===== config.mk =====
export PLATFORM = sky130hd
export DESIGN_NAME = inst_decode_queue_flat
export DESIGN_NICKNAME = d
export VERILOG_FILES = /design/src/rtl/inst_decode_queue_if.sv /design/src/rtl/inst_decode_queue.sv /design/src/flat_wrapper.sv
export SDC_FILE = /design/constraint.sdc
export NUM_CORES = 1
export LEC_CHECK = 0
export ABC_CLOCK_PERIOD_IN_PS = 8700
export CAP_MARGIN = 15
export CORE_MARGIN = 1.5
export CORE_UTILIZATION = 50
export DETAILED_ROUTE_END_ITERATION = 10
export PLACE_DENSITY = 0.71
export SYNTH_ARGS = -nofsm -noshare
export SYNTH_HDL_FRONTEND = slang
export SYNTH_SLANG_ARGS = --single-unit

===== constraint.sdc =====
create_clock -name clk -period 8.7 [get_ports clk]
set_input_delay 2.175 -clock clk [delete_from_list [all_inputs] [get_ports clk]]
set_output_delay 2.175 -clock clk [all_outputs]
set_load 0.005 [all_outputs]

===== src/rtl/inst_decode_queue_if.sv =====
// Fetch-side and execute-side handshake bundle for the decode queue.
// slave = the queue itself, master = the surrounding pipeline (or bench).
interface inst_decode_queue_if #(
  parameter int PC_W = 32
);
  logic            in_valid;
  logic            in_ready;
  logic [31:0]     in_inst;
  logic [PC_W-1:0] in_pc;
  logic            out_valid;
  logic            out_ready;
  logic [2:0]      out_class;
  logic [2:0]      out_funct3;
  logic [6:0]      out_funct7;
  logic [4:0]      out_rd;
  logic [4:0]      out_rs1;
  logic [4:0]      out_rs2;
  logic [31:0]     out_imm;
  logic [PC_W-1:0] out_pc;

  modport slave (
    input  in_valid, in_inst, in_pc, out_ready,
    output in_ready, out_valid, out_class, out_funct3, out_funct7,
           out_rd, out_rs1, out_rs2, out_imm, out_pc
  );

  modport master (
    output in_valid, in_inst, in_pc, out_ready,
    input  in_ready, out_valid, out_class, out_funct3, out_funct7,
           out_rd, out_rs1, out_rs2, out_imm, out_pc
  );
endinterface


===== src/rtl/inst_decode_queue.sv =====
// RV32 decoder feeding a DEPTH-entry FIFO of decoded records; decode happens
// at push time so the execute side sees only registered state.
module inst_decode_queue #(
  parameter int       DEPTH       = 4,
  parameter int       PC_W        = 32,
  parameter bit       EN_CUST     = 1'b1,
  parameter bit [6:0] CUST_OPCODE = 7'h7F,
  parameter int       CNT_W       = 16
) (
  input  logic                clk,
  input  logic                rst,
  input  logic                flush,
  inst_decode_queue_if.slave  bus,
  output logic [CNT_W-1:0]    illegal_cnt
);
  localparam int AW = $clog2(DEPTH);
  localparam logic [AW:0] FULL_CNT = (AW+1)'(DEPTH);

  typedef enum logic [2:0] {
    C_ALU = 3'd0, C_JMP = 3'd1, C_MEM = 3'd2, C_CSR = 3'd3,
    C_SYS = 3'd4, C_CUST = 3'd5, C_ILL = 3'd7
  } cls_e;

  typedef struct packed {
    cls_e            cls;
    logic [2:0]      f3;
    logic [6:0]      f7;
    logic [4:0]      rd;
    logic [4:0]      rs1;
    logic [4:0]      rs2;
    logic [31:0]     imm;
    logic [PC_W-1:0] pc;
  } rec_t;

  rec_t dec, head;
  rec_t mem [DEPTH];

  logic [AW-1:0] wr_ptr, rd_ptr;
  logic [AW:0]   count;
  logic          full, empty, push, pop;

  logic [31:0] i;
  logic [6:0]  op;
  logic [2:0]  f3;
  logic [31:0] imm_i, imm_s, imm_b, imm_u, imm_j;

  // ---------------------------------------------------------------- decode
  always_comb begin
    i     = bus.in_inst;
    op    = i[6:0];
    f3    = i[14:12];
    imm_i = {{20{i[31]}}, i[31:20]};
    imm_s = {{20{i[31]}}, i[31:25], i[11:7]};
    imm_b = {{19{i[31]}}, i[31], i[7], i[30:25], i[11:8], 1'b0};
    imm_u = {i[31:12], 12'b0};
    imm_j = {{11{i[31]}}, i[31], i[19:12], i[20], i[30:21], 1'b0};

    dec     = '0;
    dec.cls = C_ILL;
    dec.f3  = f3;
    dec.f7  = i[31:25];
    dec.rd  = i[11:7];
    dec.rs1 = i[19:15];
    dec.rs2 = i[24:20];
    dec.pc  = bus.in_pc;

    if (op[1:0] == 2'b11) begin
      case (op)
        7'h37, 7'h17: begin dec.cls = C_ALU; dec.imm = imm_u; end
        7'h13:        begin dec.cls = C_ALU; dec.imm = imm_i; end
        7'h33:        dec.cls = C_ALU;
        7'h6F:        begin dec.cls = C_JMP; dec.imm = imm_j; end
        7'h67: if (f3 == 3'd0) begin dec.cls = C_JMP; dec.imm = imm_i; end
        7'h63: if (f3 != 3'd2 && f3 != 3'd3) begin
          dec.cls = C_JMP; dec.imm = imm_b;
        end
        7'h03: if (f3 != 3'd3 && f3 != 3'd6 && f3 != 3'd7) begin
          dec.cls = C_MEM; dec.imm = imm_i;
        end
        7'h23: if (f3 <= 3'd2) begin dec.cls = C_MEM; dec.imm = imm_s; end
        7'h73: begin
          if (f3 != 3'd0 && f3 != 3'd4) begin
            dec.cls = C_CSR; dec.imm = imm_i;
          end else if (i == 32'h0000_0073 || i == 32'h0010_0073 ||
                       i == 32'h3020_0073 || i == 32'h1050_0073) begin
            dec.cls = C_SYS;
          end
        end
        // Standard opcodes win if CUST_OPCODE is ever set to collide with one.
        default: if (EN_CUST && op == CUST_OPCODE) dec.cls = C_CUST;
      endcase
    end
  end

  // ------------------------------------------------------------------ fifo
  assign full  = (count == FULL_CNT);
  assign empty = (count == '0);
  assign push  = bus.in_valid & ~full & ~flush;
  assign pop   = bus.out_ready & ~empty & ~flush;

  always_ff @(posedge clk) begin
    if (rst) begin
      wr_ptr      <= '0;
      rd_ptr      <= '0;
      count       <= '0;
      illegal_cnt <= '0;
    end else begin
      if (flush) begin
        wr_ptr <= '0;
        rd_ptr <= '0;
        count  <= '0;
      end else begin
        if (push) wr_ptr <= wr_ptr + AW'(1);
        if (pop)  rd_ptr <= rd_ptr + AW'(1);
        case ({push, pop})
          2'b10:   count <= count + (AW+1)'(1);
          2'b01:   count <= count - (AW+1)'(1);
          default: count <= count;
        endcase
      end
      if (push && dec.cls == C_ILL && illegal_cnt != '1)
        illegal_cnt <= illegal_cnt + CNT_W'(1);
    end
  end

  // Storage needs no reset: the head is masked to zero while empty.
  always_ff @(posedge clk) begin
    if (!rst && push) mem[wr_ptr] <= dec;
  end

  assign head = empty ? '0 : mem[rd_ptr];

  assign bus.in_ready   = ~full;
  assign bus.out_valid  = ~empty;
  assign bus.out_class  = head.cls;
  assign bus.out_funct3 = head.f3;
  assign bus.out_funct7 = head.f7;
  assign bus.out_rd     = head.rd;
  assign bus.out_rs1    = head.rs1;
  assign bus.out_rs2    = head.rs2;
  assign bus.out_imm    = head.imm;
  assign bus.out_pc     = head.pc;
endmodule

===== src/flat_wrapper.sv =====
// flat-port wrapper written by rule: the top's interface ports become plain ports
module inst_decode_queue_flat 
#(
  parameter int       DEPTH       = 4,
  parameter int       PC_W        = 32,
  parameter bit       EN_CUST     = 1'b1,
  parameter bit [6:0] CUST_OPCODE = 7'h7F,
  parameter int       CNT_W       = 16
)
  (clk, rst, flush, illegal_cnt, bus_in_valid, bus_in_inst, bus_in_pc, bus_out_ready, bus_in_ready, bus_out_valid, bus_out_class, bus_out_funct3, bus_out_funct7, bus_out_rd, bus_out_rs1, bus_out_rs2, bus_out_imm, bus_out_pc);
  inst_decode_queue_if #(.PC_W(PC_W)) bus_i ();
  input  logic clk;
  input  logic rst;
  input  logic flush;
  output logic [CNT_W-1:0] illegal_cnt;
  input wire logic [$bits(bus_i.in_valid)-1:0] bus_in_valid;
  input wire logic [$bits(bus_i.in_inst)-1:0] bus_in_inst;
  input wire logic [$bits(bus_i.in_pc)-1:0] bus_in_pc;
  input wire logic [$bits(bus_i.out_ready)-1:0] bus_out_ready;
  output wire logic [$bits(bus_i.in_ready)-1:0] bus_in_ready;
  output wire logic [$bits(bus_i.out_valid)-1:0] bus_out_valid;
  output wire logic [$bits(bus_i.out_class)-1:0] bus_out_class;
  output wire logic [$bits(bus_i.out_funct3)-1:0] bus_out_funct3;
  output wire logic [$bits(bus_i.out_funct7)-1:0] bus_out_funct7;
  output wire logic [$bits(bus_i.out_rd)-1:0] bus_out_rd;
  output wire logic [$bits(bus_i.out_rs1)-1:0] bus_out_rs1;
  output wire logic [$bits(bus_i.out_rs2)-1:0] bus_out_rs2;
  output wire logic [$bits(bus_i.out_imm)-1:0] bus_out_imm;
  output wire logic [$bits(bus_i.out_pc)-1:0] bus_out_pc;
  assign bus_i.in_valid = bus_in_valid;
  assign bus_i.in_inst = bus_in_inst;
  assign bus_i.in_pc = bus_in_pc;
  assign bus_i.out_ready = bus_out_ready;
  assign bus_in_ready = bus_i.in_ready;
  assign bus_out_valid = bus_i.out_valid;
  assign bus_out_class = bus_i.out_class;
  assign bus_out_funct3 = bus_i.out_funct3;
  assign bus_out_funct7 = bus_i.out_funct7;
  assign bus_out_rd = bus_i.out_rd;
  assign bus_out_rs1 = bus_i.out_rs1;
  assign bus_out_rs2 = bus_i.out_rs2;
  assign bus_out_imm = bus_i.out_imm;
  assign bus_out_pc = bus_i.out_pc;
  inst_decode_queue #(.DEPTH(DEPTH), .PC_W(PC_W), .EN_CUST(EN_CUST), .CUST_OPCODE(CUST_OPCODE), .CNT_W(CNT_W)) u_core (.clk(clk), .rst(rst), .flush(flush), .bus(bus_i), .illegal_cnt(illegal_cnt));
endmodule

**Word-level counts from Yosys, hierarchy flattened**

Memories as Yosys holds them, arrays and structs flattened. A register that Yosys moved wholly into a read port is not among the register bits.
Index checks and enable logic that the tools add are counted.

- $add $sub $neg: 5
- $lt $le $gt $ge: 1
- Equal/unequal tests: 26
- Mux-type cells: 22
- Bitwise logic cells: 7
- Reduce and logical (&&, ||, !) cells: 18

Operators by type and width:

| cell | count |
|---|---|
| $pmux 32 s8 | 1 |
| $mux 32 | 6 |
| $mux 92 | 1 |
| $eq 7x7->1 const B | 5 |
| $eq 32x21->1 const B | 1 |
| $eq 32x29->1 const B | 1 |
| $eq 32x30->1 const B | 1 |
| $eq 32x7->1 const B | 1 |
| $eq 7x6->1 const B | 3 |
| $pmux 3 s7 | 1 |
| $mux 3 | 6 |
| $add 16x1->16 const B | 1 |
| $ne 16x16->1 const B | 1 |
| $eq 7x5->1 const B | 2 |
| $ne 3x3->1 const B | 3 |
| $mux 2 | 4 |
| $eq 7x2->1 const B | 1 |
| $logic_and 1x1->1 | 7 |
| $eq 3x3->1 const B | 2 |
| $logic_not 3->1 | 2 |
| $ne 3x2->1 const B | 2 |
| $pmux 3 s2 | 1 |
| $add 2x1->2 const B | 2 |
| $and 1x1->1 | 4 |
| 13 further kinds | 20 |

- Register bits: 23
- RAM bits: 368
- Bits of input ports: 69
- Output and inout port bits: 110
- Memories kept: 1

Memory list:

| memory | depth | bits a word | read ports | clocked after memory_dff | write ports | line | source |
|---|---|---|---|---|---|---|---|
| u_core.mem | 4 | 92 | 1 | 1 | 1 | inst_decode_queue.sv:36 | `rec_t mem [DEPTH];` |

**Logic depth before layout (Yosys ltp)**

Gate-level depths: netlist of the first run.

- Word-level depth: 11
- Mapped depth: 10
- Depth with buffers taken out: 10

**Worst setup path after synthesis of the first run**

Ideal clock, no wire load.

- Path type: input -> register
- From: input port rst
- To: memory u_core.mem[0][0] (netlist bit) (enable)
- Arrival: 4.952 ns
- Required time: 8.239 ns
- Slack: 3.286 ns
- Cell stages on the path: 4
- Path buffers: 1
- Cells stage by stage: or2_2 clkbuf_1 nor2_1 and2_1

- Longest elaborated chain between the ends: 4

RTL lines:

| what | line | source |
|---|---|---|
| start, declared | flat_wrapper.sv:13 | `input logic rst;` |
| $logic_not 1->1 | inst_decode_queue.sv:128 | `if (!rst && push) mem[wr_ptr] <= dec;` |
| $logic_and 1x1->1 | inst_decode_queue.sv:128 |  |
| $mux 1 | inst_decode_queue.sv:128 |  |
| $mux 1 (implied by the code) | inst_decode_queue.sv:128 |  |
| end, declared | inst_decode_queue.sv:36 |  |

No other way between the ends.

==> metrics.yaml, run 1 <==
run_status:
  status: "finished, final reports clean"
route:
  postRouteAntennaNets: 0
  vias: 8362
  drtIter0Drc: 652
  drc: 0
  viasPerCell: 5.743
  drt_first_pass_iters: 5
  wl_um: 32530
  wl_per_cell_um: 22.34
clocking:
  cts_hold_buf: 0
  clockRootBuffer: "clkbuf_16"
  post-cts-setup-buffers: 0
  clockBufferDepth: 3
  cts_sinks: 393
  cts_tree: "yes"
  htreeDepth: 2
  cts_resized: 0
  path_clk_slew_ns: 0.06
  cts_buffers: 39
  insertion_delay_ns: 0.53
synth:
  synthesis.nets: 923
  synth_fa_ha_area_frac: 0.006014
  netlist_area_um2: 15810
  ys_warn_count: 0
  yosysTopAreaCell: "edfxtp_1"
  synthMostInstantiatedCell: "edfxtp_1"
  synth_mux_area_frac: 0.1332
  synth_compound_area_frac: 0.03339
  syn_inst: 847
  async_flop_share: 0
  synthXorXnorAreaFrac: 0.002770
  synthTopCellsByArea: "edfxtp_1, mux4_2, and2_1"
  dominantRegCellSynth: "edfxtp_1"
  synth.distinct_cells: 54
  synth_top_family_by_area: "multiplexers"
  ys_seq_area_frac: 0.7306
  synth_edf_count: 368
  yosysTopAreaCellShare: 0.6989
  ys_top_cells_by_count: "edfxtp_1, and2_1, mux4_2"
  ys_seq_elements: 393
  synth-simple-area-share: 0.08008
  syn_area_per_cell_um2: 18.67
die:
  die_w_um: 180.8
  fp-row-count: 64
  die_area_um2: 32700
  dieHeight_um: 180.8
  num_io_pins: 179
  core_area_um2: 30830
  start_util: 0.5129
global_route:
  grt_use_total: 0.2031
  antenna_found_initial: 0
  grt_max_degree: 64
  grt_first_pass_wirelength_um: 50310
  grt_pass1_vias: 8583
  gr-total-overflow: 0
final_layout:
  n_antenna_cell: 0
  drive_above_1_share: 0.1557
  syn_to_final_growth_pct: 21.13
  layout.nets: 1108
  multi_input_area_um2: 4055
  regArea_um2: 11560
  nFillCells: 2193
  final_area_um2: 19150
  fin_cells: 1456
placement:
  placed_cell_area_um2: 18010
  place_hpwl_um: 19610
  io_buffers: 178
  place_congestion: 0.8324
  placed_cells: 1387
timing:
  drv_slew: 0
  period_minus_slack_ns: 5.420
  final.setup.tns_ns: 0
  setup_viol: 0
  finalCritPeriodShare: 0.6230
  worst_pin_slew_ns: 1.143
  finalHoldViolations: 0
  slew_headroom: 0.2365
  max_freq_ghz: 0.1845
  clock_skew_ns: 0.02023
  rsz0062_at_grt: "no"
power_and_ir_drop:
  irDropWorstVdd_mv: 0.1131
  power_per_cell_area_nw_per_um2: 195.2
  power.leakage_nw: 6.208
  power_w: 0.003738
worst_setup_path:
  start_kind: "flop"
  path_class: "reg -> out"
  cp_slowest_stage_delay_ns: 0.76
  cp.required_ns: 6.53
  worst_path_max_delay_cell: "dfxtp_4"
  cp_max_fo: 33
  crit_chain: "buf_4, mux4_2, and2_1, clkdlybuf4s50_1"
  critPathCaptureType: "primary output"
  arrival_ns: 3.25
worst_hold_path:
  hold_path_class: "reg -> reg"
flow_run:
  cap_viol_max_count: 0
## report_power, final
part	internal [W]	switching (W)	leakage [nW]
combinational	0.0000706	0.0000763	2.10
sequential	0.00208	0.00000504	3.55
clock	0.000858	0.000652	0.558
## logic make-up (layout without fill, tap and decap cells)
logic type / count (synthesis) / after routing
and+or+nand+nor: 216 / 216
xor gates and xnor gates: 5 / 5
muxes: 95 / 95
AOI/OAI and AO/OA: 74 / 74
buffers and inverters: 57 / 270
adders and majority gates: 7 / 7
DFF: 393 / 393
## worst paths after layout
path | to | startpoint | depth (start not counted) | slack (ns)
max | bus_out_imm[30] | flop | 4 | 3.28
min | u_core.illegal_cnt[10] | u_core.illegal_cnt[10] | 2 | 0.49
max reg2reg | u_core.mem[1][85] | u_core.count[0] | 6 | 5.89
min reg2reg | u_core.illegal_cnt[10] | u_core.illegal_cnt[10] | 2 | 0.49
## metrics by stage
step	hold slack (ns)	setup WS, ns	utilization
2_1_floorplan	0.4669	3.286	-
3_3_place_gp	0.4790	3.130	0.5843
3_5_place_dp	0.4873	3.083	0.5843
4_1_cts	0.4959	3.159	0.6212
5_1_grt	0.5293	3.063	0.6212
6_report	0.4939	3.280	0.6212
## registers in the layout, indices dropped and copies added (netlist names), named ones only
signal / count
u_core.mem: 368
u_core.illegal_cnt: 16
u_core.count: 3
u_core.rd_ptr: 2
u_core.wr_ptr: 2
## final cells by class
| type | count | area share |
|---|---|---|
| sequential | 393 | 0.6035 |
| multi-input combinational | 397 | 0.2117 |
| timing repair buffer | 188 | 0.09695 |
| clock buffer | 52 | 0.05350 |
| tap | 396 | 0.02587 |
| clock inverter | 17 | 0.005880 |
| inverter | 13 | 0.002548 |
## layer usage
layer  vias up  share of wire  track usage
met5         -              0            0
met4         0          0.011      0.04538
met3        28          0.063      0.04193
met2       254           0.50       0.3330
met1      4315           0.43       0.2833
li1       3765              -            -
## cells in the final DEF, fill, tap and decap left out, drive strengths merged, types with 6 or more instances in the layout
cell type      netlist  layout
edfxtp             368     368
clkdlybuf4s50        0     178
and2                96      96
mux4                92      92
clkbuf              26      52
nand2               26      26
dfxtp               25      25
nor2                21      21
a21o                19      19
a21oi               17      17
nor2b               16      16
inv                 13      16
clkinv               0      13
o31ai               11      11
or4                 10      10
buf                 18      10
nand3                8       8
nor3                 7       7
o21ai                6       6
nor4                 6       6
ha                   6       6
## worst max-delay path: cells and delay by family (launching register included)
kind | cells | cell delay, ns
flip-flops | 1 | 0.76
AND/OR/NAND/NOR | 1 | 0.18
buffers and inverters | 2 | 1.13
multiplexers | 1 | 0.64
(Power assumes the default switching activity.)
==> run 2: changes to the inputs <==
--- a/config.mk
+++ b/config.mk
@@ -5,12 +5,12 @@
 export SDC_FILE = /design/constraint.sdc
 export NUM_CORES = 1
 export LEC_CHECK = 0
-export ABC_CLOCK_PERIOD_IN_PS = 8700
+export ABC_CLOCK_PERIOD_IN_PS = 4730
 export CAP_MARGIN = 15
 export CORE_MARGIN = 1.5
 export CORE_UTILIZATION = 50
 export DETAILED_ROUTE_END_ITERATION = 10
-export PLACE_DENSITY = 0.71
+export PLACE_DENSITY = 0.74
 export SYNTH_ARGS = -nofsm -noshare
 export SYNTH_HDL_FRONTEND = slang
 export SYNTH_SLANG_ARGS = --single-unit
==> constraint.sdc (replaced) <==
create_clock -name clk -period 4.73 [get_ports clk]
set_input_delay 1.1825 -clock clk [delete_from_list [all_inputs] [get_ports clk]]
set_output_delay 1.1825 -clock clk [all_outputs]
set_load 0.005 [all_outputs]
==> run 2 against run 1 <==
Net effect: cell count grew 1.4%; critical path depth is the same; critical path type unchanged; critical endpoint is now bus_out_imm[1]; global-route usage grew 0.61 points; final area grew 1.7%; via count grew 2.8%; routed wire length grew 3.3%; clock power grew 91%.
==> metrics.yaml, run 2 (synthesis results as in run 1) <==
route:
  viasPerCell: 5.818  # was 5.743
  drt_first_pass_iters: 5  # unchanged
  postRouteAntennaNets: 0  # unchanged
  drtIter0Drc: 703  # was 652
  vias: 8593  # was 8,362
  drc: 0  # unchanged
  wl_per_cell_um: 22.75  # was 22.34 um
  wl_um: 33600  # was 32,530 um
worst_hold_path:
  holdPathEnd: "u_core.count[2]"  # was u_core.illegal_cnt[10]
  hp-start: "u_core.count[2]"  # was u_core.illegal_cnt[10]
  hold_path_class: "reg -> reg"  # unchanged
  min_path_cells: 2  # unchanged
die:
  core_area_um2: 30830  # unchanged
  die_w_um: 180.8  # unchanged
  fp-row-count: 64  # unchanged
  start_util: 0.5129  # unchanged
  die_area_um2: 32700  # unchanged
  num_io_pins: 179  # unchanged
  dieHeight_um: 180.8  # unchanged
timing:
  rsz0062_at_grt: "no"  # unchanged
  finalCritPeriodShare: 0.8425
  period_minus_slack_ns: 3.985
  final.setup.tns_ns: 0  # unchanged
  setup_viol: 0  # unchanged
  clock_skew_ns: 0.01362  # was 0.02023 ns
  max_freq_ghz: 0.2509
  slew_headroom: 0.5578  # was 0.2365
  drv_slew: 0  # unchanged
  finalHoldViolations: 0  # unchanged
  worst_pin_slew_ns: 0.6620  # was 1.143 ns
final_layout:
  nFillCells: 2170  # was 2,193
  largest_reg_flops: 368  # unchanged
  regMostFlops: "u_core.mem"  # unchanged
  top_regs: "u_core.mem: 368 flops, u_core.illegal_cnt: 16 flops, u_core.count: 3 flops"  # unchanged
  fin_util: 0.6320  # was 0.6212
  fin_cells: 1477  # was 1,456
  regArea_um2: 11560  # unchanged
  final_common_cell: "edfxtp_1"  # unchanged
  drive_above_1_share: 0.1769  # was 0.1557
  layout_common_cells: "edfxtp_1, clkdlybuf4s50_1, mux4_2, and2_1, clkbuf_16"  # unchanged
  layout.nets: 1131  # was 1,108
  syn_to_final_growth_pct: 23.23  # was 21.13%
  multi_input_area_um2: 4055  # unchanged
global_route:
  grtUsageMet1: 0.2992  # was 0.2833
  grt_pass1_vias: 8650  # was 8,583
  gr-total-overflow: 0  # unchanged
  top_usage_layer: "met2"  # unchanged
  grt_use_met2: 0.3282  # was 0.3330
  grt_use_total: 0.2092  # was 0.2031
  antenna_found_initial: 1  # was 0
  grt_max_degree: 93  # was 64
  grt_first_pass_wirelength_um: 51880  # was 50,310 um
  met3_usage: 0.04576  # was 0.04193
worst_setup_path:
  worstRegToRegCells: 8  # was 6
  critPathCaptureType: "primary output"  # unchanged
  cp.required_ns: 3.55  # was 6.53 ns
  path_class: "reg -> out"  # unchanged
  start_kind: "flop"  # unchanged
  timing.rr.end: "u_core.count[2]"  # was u_core.mem[1][85]
  cp_max_fo: 34  # was 33
  arrival_ns: 2.80  # was 3.25 ns
  rrSetupSlack_ns: 2.19  # was 5.89 ns
  rr_startpoint: "u_core.count[0]"  # unchanged
power_and_ir_drop:
  irDropWorstVdd_mv: 0.2480  # was 0.1131 mV
  power.leakage_nw: 6.367  # was 6.208 nW
  power_per_cell_area_nw_per_um2: 359.3  # was 195.2 nW/um2
  power_w: 0.007001  # was 0.003738 W
clocking:
  cts_resized: 0  # unchanged
  clockRootBuffer: "clkbuf_16"  # unchanged
  cts_tree: "yes"  # unchanged
  insertion_delay_ns: 0.51  # was 0.53 ns
  cts_sinks: 393  # unchanged
  htreeDepth: 2  # unchanged
  cts_buffers: 40  # was 39
  path_clk_slew_ns: 0.06  # about the same
  cts_hold_buf: 0  # unchanged
  clockBufferDepth: 3  # unchanged
  post-cts-setup-buffers: 0  # unchanged
flow_run:
  cap_viol_max_count: 0  # unchanged
run_status:
  status: "finished, final reports clean"  # unchanged
placement:
  place_hpwl_um: 20830  # was 19,610 um
  io_buffers: 178  # unchanged
  place_congestion: 0.8473  # was 0.8324
  placed_cells: 1409  # was 1,387
[run 2: worst max path at each step]
stage                                       end      startpoint  depth (start not counted)
after floorplan                u_core.mem[0][0]             rst                          4
after global placement    u_core.illegal_cnt[6]  bus_in_inst[3]                          9
after detailed placement  u_core.illegal_cnt[3]  bus_in_inst[4]                          9
after CTS                     bus_out_funct3[2]            flop                          4
after global routing             bus_out_imm[1]            flop                          4
final                            bus_out_imm[1]            flop                          4
[run 2: routing by layer]
layer,wire (um),part of all wire
met5,0,0
met4,680,0.020
met3,2458,0.073
met2,16070,0.48
met1,14390,0.43
[run 2: worst max-delay path, cell delays in order, from the launching register on]
cell	delay, ns
dfxtp_4	0.69
buf_12	0.35
mux4_2	0.59
and2_1	0.18
clkdlybuf4s50_1	0.44
[run 2: where the power goes]
group	internal [W]	total [W]	switching, W
combinational	0.000140	0.000284	0.000144
sequential	0.00382	0.00383	0.00000933
clock	0.00167	0.00289	0.00122
[run 2: area by class of cell]
class | instances | area share
Sequential cell | 393 | 0.5932
Clock buffer | 51 | 0.05567
Clock inverter | 16 | 0.005394
Timing Repair Buffer | 210 | 0.1095
Multi-Input combinational cell | 397 | 0.2081
Tap cell | 396 | 0.02543
Inverter | 13 | 0.002504
Antenna cell | 1 | 0.0001284
[run 2: per-stage QoR]
step           area, um2  hold WS [ns]  worst slack, ns
2_1_floorplan      15810        0.4669           0.3088
3_3_place_gp       18290        0.4839           0.5486
3_5_place_dp       18290        0.4966           0.4473
4_1_cts            19480        0.5060           0.6387
5_1_grt            19480        0.5438           0.5712
6_report           19480        0.5041           0.7449
==> run 3: changes to the inputs <==
--- a/config.mk
+++ b/config.mk
@@ -5,12 +5,12 @@
 export SDC_FILE = /design/constraint.sdc
 export NUM_CORES = 1
 export LEC_CHECK = 0
-export ABC_CLOCK_PERIOD_IN_PS = 4730
+export ABC_CLOCK_PERIOD_IN_PS = 4100
 export CAP_MARGIN = 15
 export CORE_MARGIN = 1.5
 export CORE_UTILIZATION = 50
 export DETAILED_ROUTE_END_ITERATION = 10
-export PLACE_DENSITY = 0.74
+export PLACE_DENSITY = 0.71
 export SYNTH_ARGS = -nofsm -noshare
 export SYNTH_HDL_FRONTEND = slang
 export SYNTH_SLANG_ARGS = --single-unit
==> constraint.sdc (replaced) <==
create_clock -name clk -period 4.1 [get_ports clk]
set_input_delay 1.025 -clock clk [delete_from_list [all_inputs] [get_ports clk]]
set_output_delay 1.025 -clock clk [all_outputs]
set_load 0.005 [all_outputs]
==> run 3 against run 2 <==
Net effect: sequential power rose by 15%; power is 16% higher; routed wire length is 1.3% lower; critical path depth unchanged; cell count increased by 0.61%; global-route usage fell by 0.13 points; largest cell class unchanged; clock skew is 0.0011 ns higher; utilization grew 0.48 points; setup slack worse by 0.43 ns.
==> metrics.yaml, run 3 (synthesis results as in run 1) <==
final_layout:
  syn_to_final_growth_pct: 24.17  # was 23.23%
  largest_reg_flops: 368  # unchanged
  regMostFlops: "u_core.mem"  # unchanged
  multi_input_area_um2: 4055  # unchanged
  n_antenna_cell: 0  # was 1
  layout_common_cells: "edfxtp_1, clkdlybuf4s50_1, mux4_2, and2_1, clkbuf_16"  # unchanged
  final_common_cell: "edfxtp_1"  # unchanged
  fin_util: 0.6369  # was 0.6320
  drive_above_1_share: 0.1826  # was 0.1769
  regArea_um2: 11560  # unchanged
  top_regs: "u_core.mem: 368 flops, u_core.illegal_cnt: 16 flops, u_core.count: 3 flops"  # unchanged
  nFillCells: 2165  # was 2,170
  layout.nets: 1140  # was 1,131
timing:
  slew_headroom: 0.3435  # was 0.5578
  drv_slew: 0  # unchanged
  period_minus_slack_ns: 3.784
  finalHoldViolations: 0  # unchanged
  clock_skew_ns: 0.01470  # was 0.01362 ns
  worst_pin_slew_ns: 0.9827  # was 0.6620 ns
  finalCritPeriodShare: 0.9229
  final.setup.tns_ns: 0  # unchanged
  rsz0062_at_grt: "no"  # unchanged
  setup_ws_ns: 0.3159  # was 0.7449 ns
  max_freq_ghz: 0.2643
  setup_viol: 0  # unchanged
power_and_ir_drop:
  power_w: 0.008147  # was 0.007001 W
  irDropWorstVdd_mv: 0.3545  # was 0.2480 mV
  power.leakage_nw: 6.446  # was 6.367 nW
  power_per_cell_area_nw_per_um2: 414.9  # was 359.3 nW/um2
global_route:
  grt_max_degree: 95  # was 93
  grtUsageMet1: 0.2872  # was 0.2992
  antenna_found_initial: 1  # unchanged
  grt_use_total: 0.2079  # was 0.2092
  grt_first_pass_wirelength_um: 51960  # was 51,880 um
  gr-total-overflow: 0  # unchanged
  grt_pass1_vias: 8952  # was 8,650
  grt_use_met2: 0.3480  # was 0.3282
  top_usage_layer: "met2"  # unchanged
  met3_usage: 0.03689  # was 0.04576
run_status:
  status: "finished, final reports clean"  # unchanged
clocking:
  insertion_delay_ns: 0.52  # was 0.51 ns
  cts_buffers: 40  # unchanged
  cts_sinks: 393  # unchanged
  cts_tree: "yes"  # unchanged
  htreeDepth: 2  # unchanged
  path_clk_slew_ns: 0.06  # about the same
  cts_resized: 0  # unchanged
  clockRootBuffer: "clkbuf_16"  # unchanged
  post-cts-setup-buffers: 0  # unchanged
  cts_hold_buf: 0  # unchanged
  clockBufferDepth: 3  # unchanged
route:
  drc: 0  # unchanged
  viasPerCell: 5.772  # was 5.818
  wl_um: 33170  # was 33,600 um
  vias: 8577  # was 8,593
  drtIter0Drc: 709  # was 703
  wl_per_cell_um: 22.32  # was 22.75 um
  drt_first_pass_iters: 5  # unchanged
  postRouteAntennaNets: 0  # unchanged
die:
  start_util: 0.5129  # unchanged
  die_w_um: 180.8  # unchanged
  num_io_pins: 179  # unchanged
  dieHeight_um: 180.8  # unchanged
  die_area_um2: 32700  # unchanged
  fp-row-count: 64  # unchanged
  core_area_um2: 30830  # unchanged
worst_setup_path:
  rr_startpoint: "u_core.count[2]"  # was u_core.count[0]
  start_kind: "flop"  # unchanged
  critPathCapture: "bus_out_rd[0]"  # was bus_out_imm[1]
  path_class: "reg -> out"  # unchanged
  cp_max_fo: 19  # was 34
  arrival_ns: 2.76  # was 2.80 ns
  worstRegToRegCells: 9  # was 8
  critPathCaptureType: "primary output"  # unchanged
  timing.rr.end: "u_core.count[2]"  # unchanged
  rrSetupSlack_ns: 1.68  # was 2.19 ns
  cp.required_ns: 3.07  # was 3.55 ns
placement:
  place_hpwl_um: 20480  # was 20,830 um
  io_buffers: 178  # unchanged
  place_congestion: 0.7903  # was 0.8473
  preCtsSetupSlack_ns: 0.1885  # was 0.4473 ns
worst_hold_path:
  hold_path_class: "reg -> reg"  # unchanged
flow_run:
  cap_viol_max_count: 0  # unchanged
==> run 3: changes by cell type in the layout (fill, tap and decap cells not counted), sizes merged <==
cell      change
buf           +9
bufinv        +1
clkbuf        -1
diode         -1
clkinvlp      -1
clkinv        +2
==> run 3: worst min-delay path by stage <==
stage,start,endpoint,slack [ns],cells past startpoint
after detailed placement,u_core.illegal_cnt[4],u_core.illegal_cnt[4],0.49,2
final,u_core.count[2],u_core.count[2],0.50,2
after floorplan,u_core.count[2],u_core.count[2],0.47,2
after global placement,u_core.count[2],u_core.count[2],0.49,2
after global routing,u_core.count[2],u_core.count[2],0.54,2
after CTS,u_core.count[2],u_core.count[2],0.51,2
==> run 3: metrics by stage <==
stage / instance area [um2] / instances / hold slack, ns
final: 19630 / 1486 / 0.5013
after floorplan: 15820 / 847 / 0.4669
after CTS: 19630 / 1486 / 0.5094
after global placement: 18410 / 1418 / 0.4907
after global routing: 19630 / 1486 / 0.5439
after detailed placement: 18410 / 1418 / 0.4945
==> run 3: where the power goes <==
group          total, W  internal, W  switching [W]
Sequential      0.00442      0.00440      0.0000102
Combinational  0.000338     0.000170       0.000168
Clock           0.00339      0.00200        0.00139
Total           0.00815      0.00657        0.00157
==> run 3: layer usage <==
layer | up-vias | wire length, um
met5 | - | 13
met4 | 2 | 507
met3 | 42 | 1960
met2 | 280 | 16530
met1 | 4424 | 14170
li1 | 3829 | -
==> run 3: area by class of cell <==
type | count | area share
Inverter | 13 | 0.002485
Clock inverter | 18 | 0.006755
Tap cell | 396 | 0.02524
Clock buffer | 50 | 0.05557
Multi-Input combinational cell | 397 | 0.2065
Sequential cell | 393 | 0.5887
Timing Repair Buffer | 219 | 0.1147
==> run 3: critical path: stages, from the launching register on <==
cell	delay (ns)
dfxtp_4	0.61
buf_4	0.41
mux4_2	0.54
and2_1	0.20
clkdlybuf4s50_1	0.45
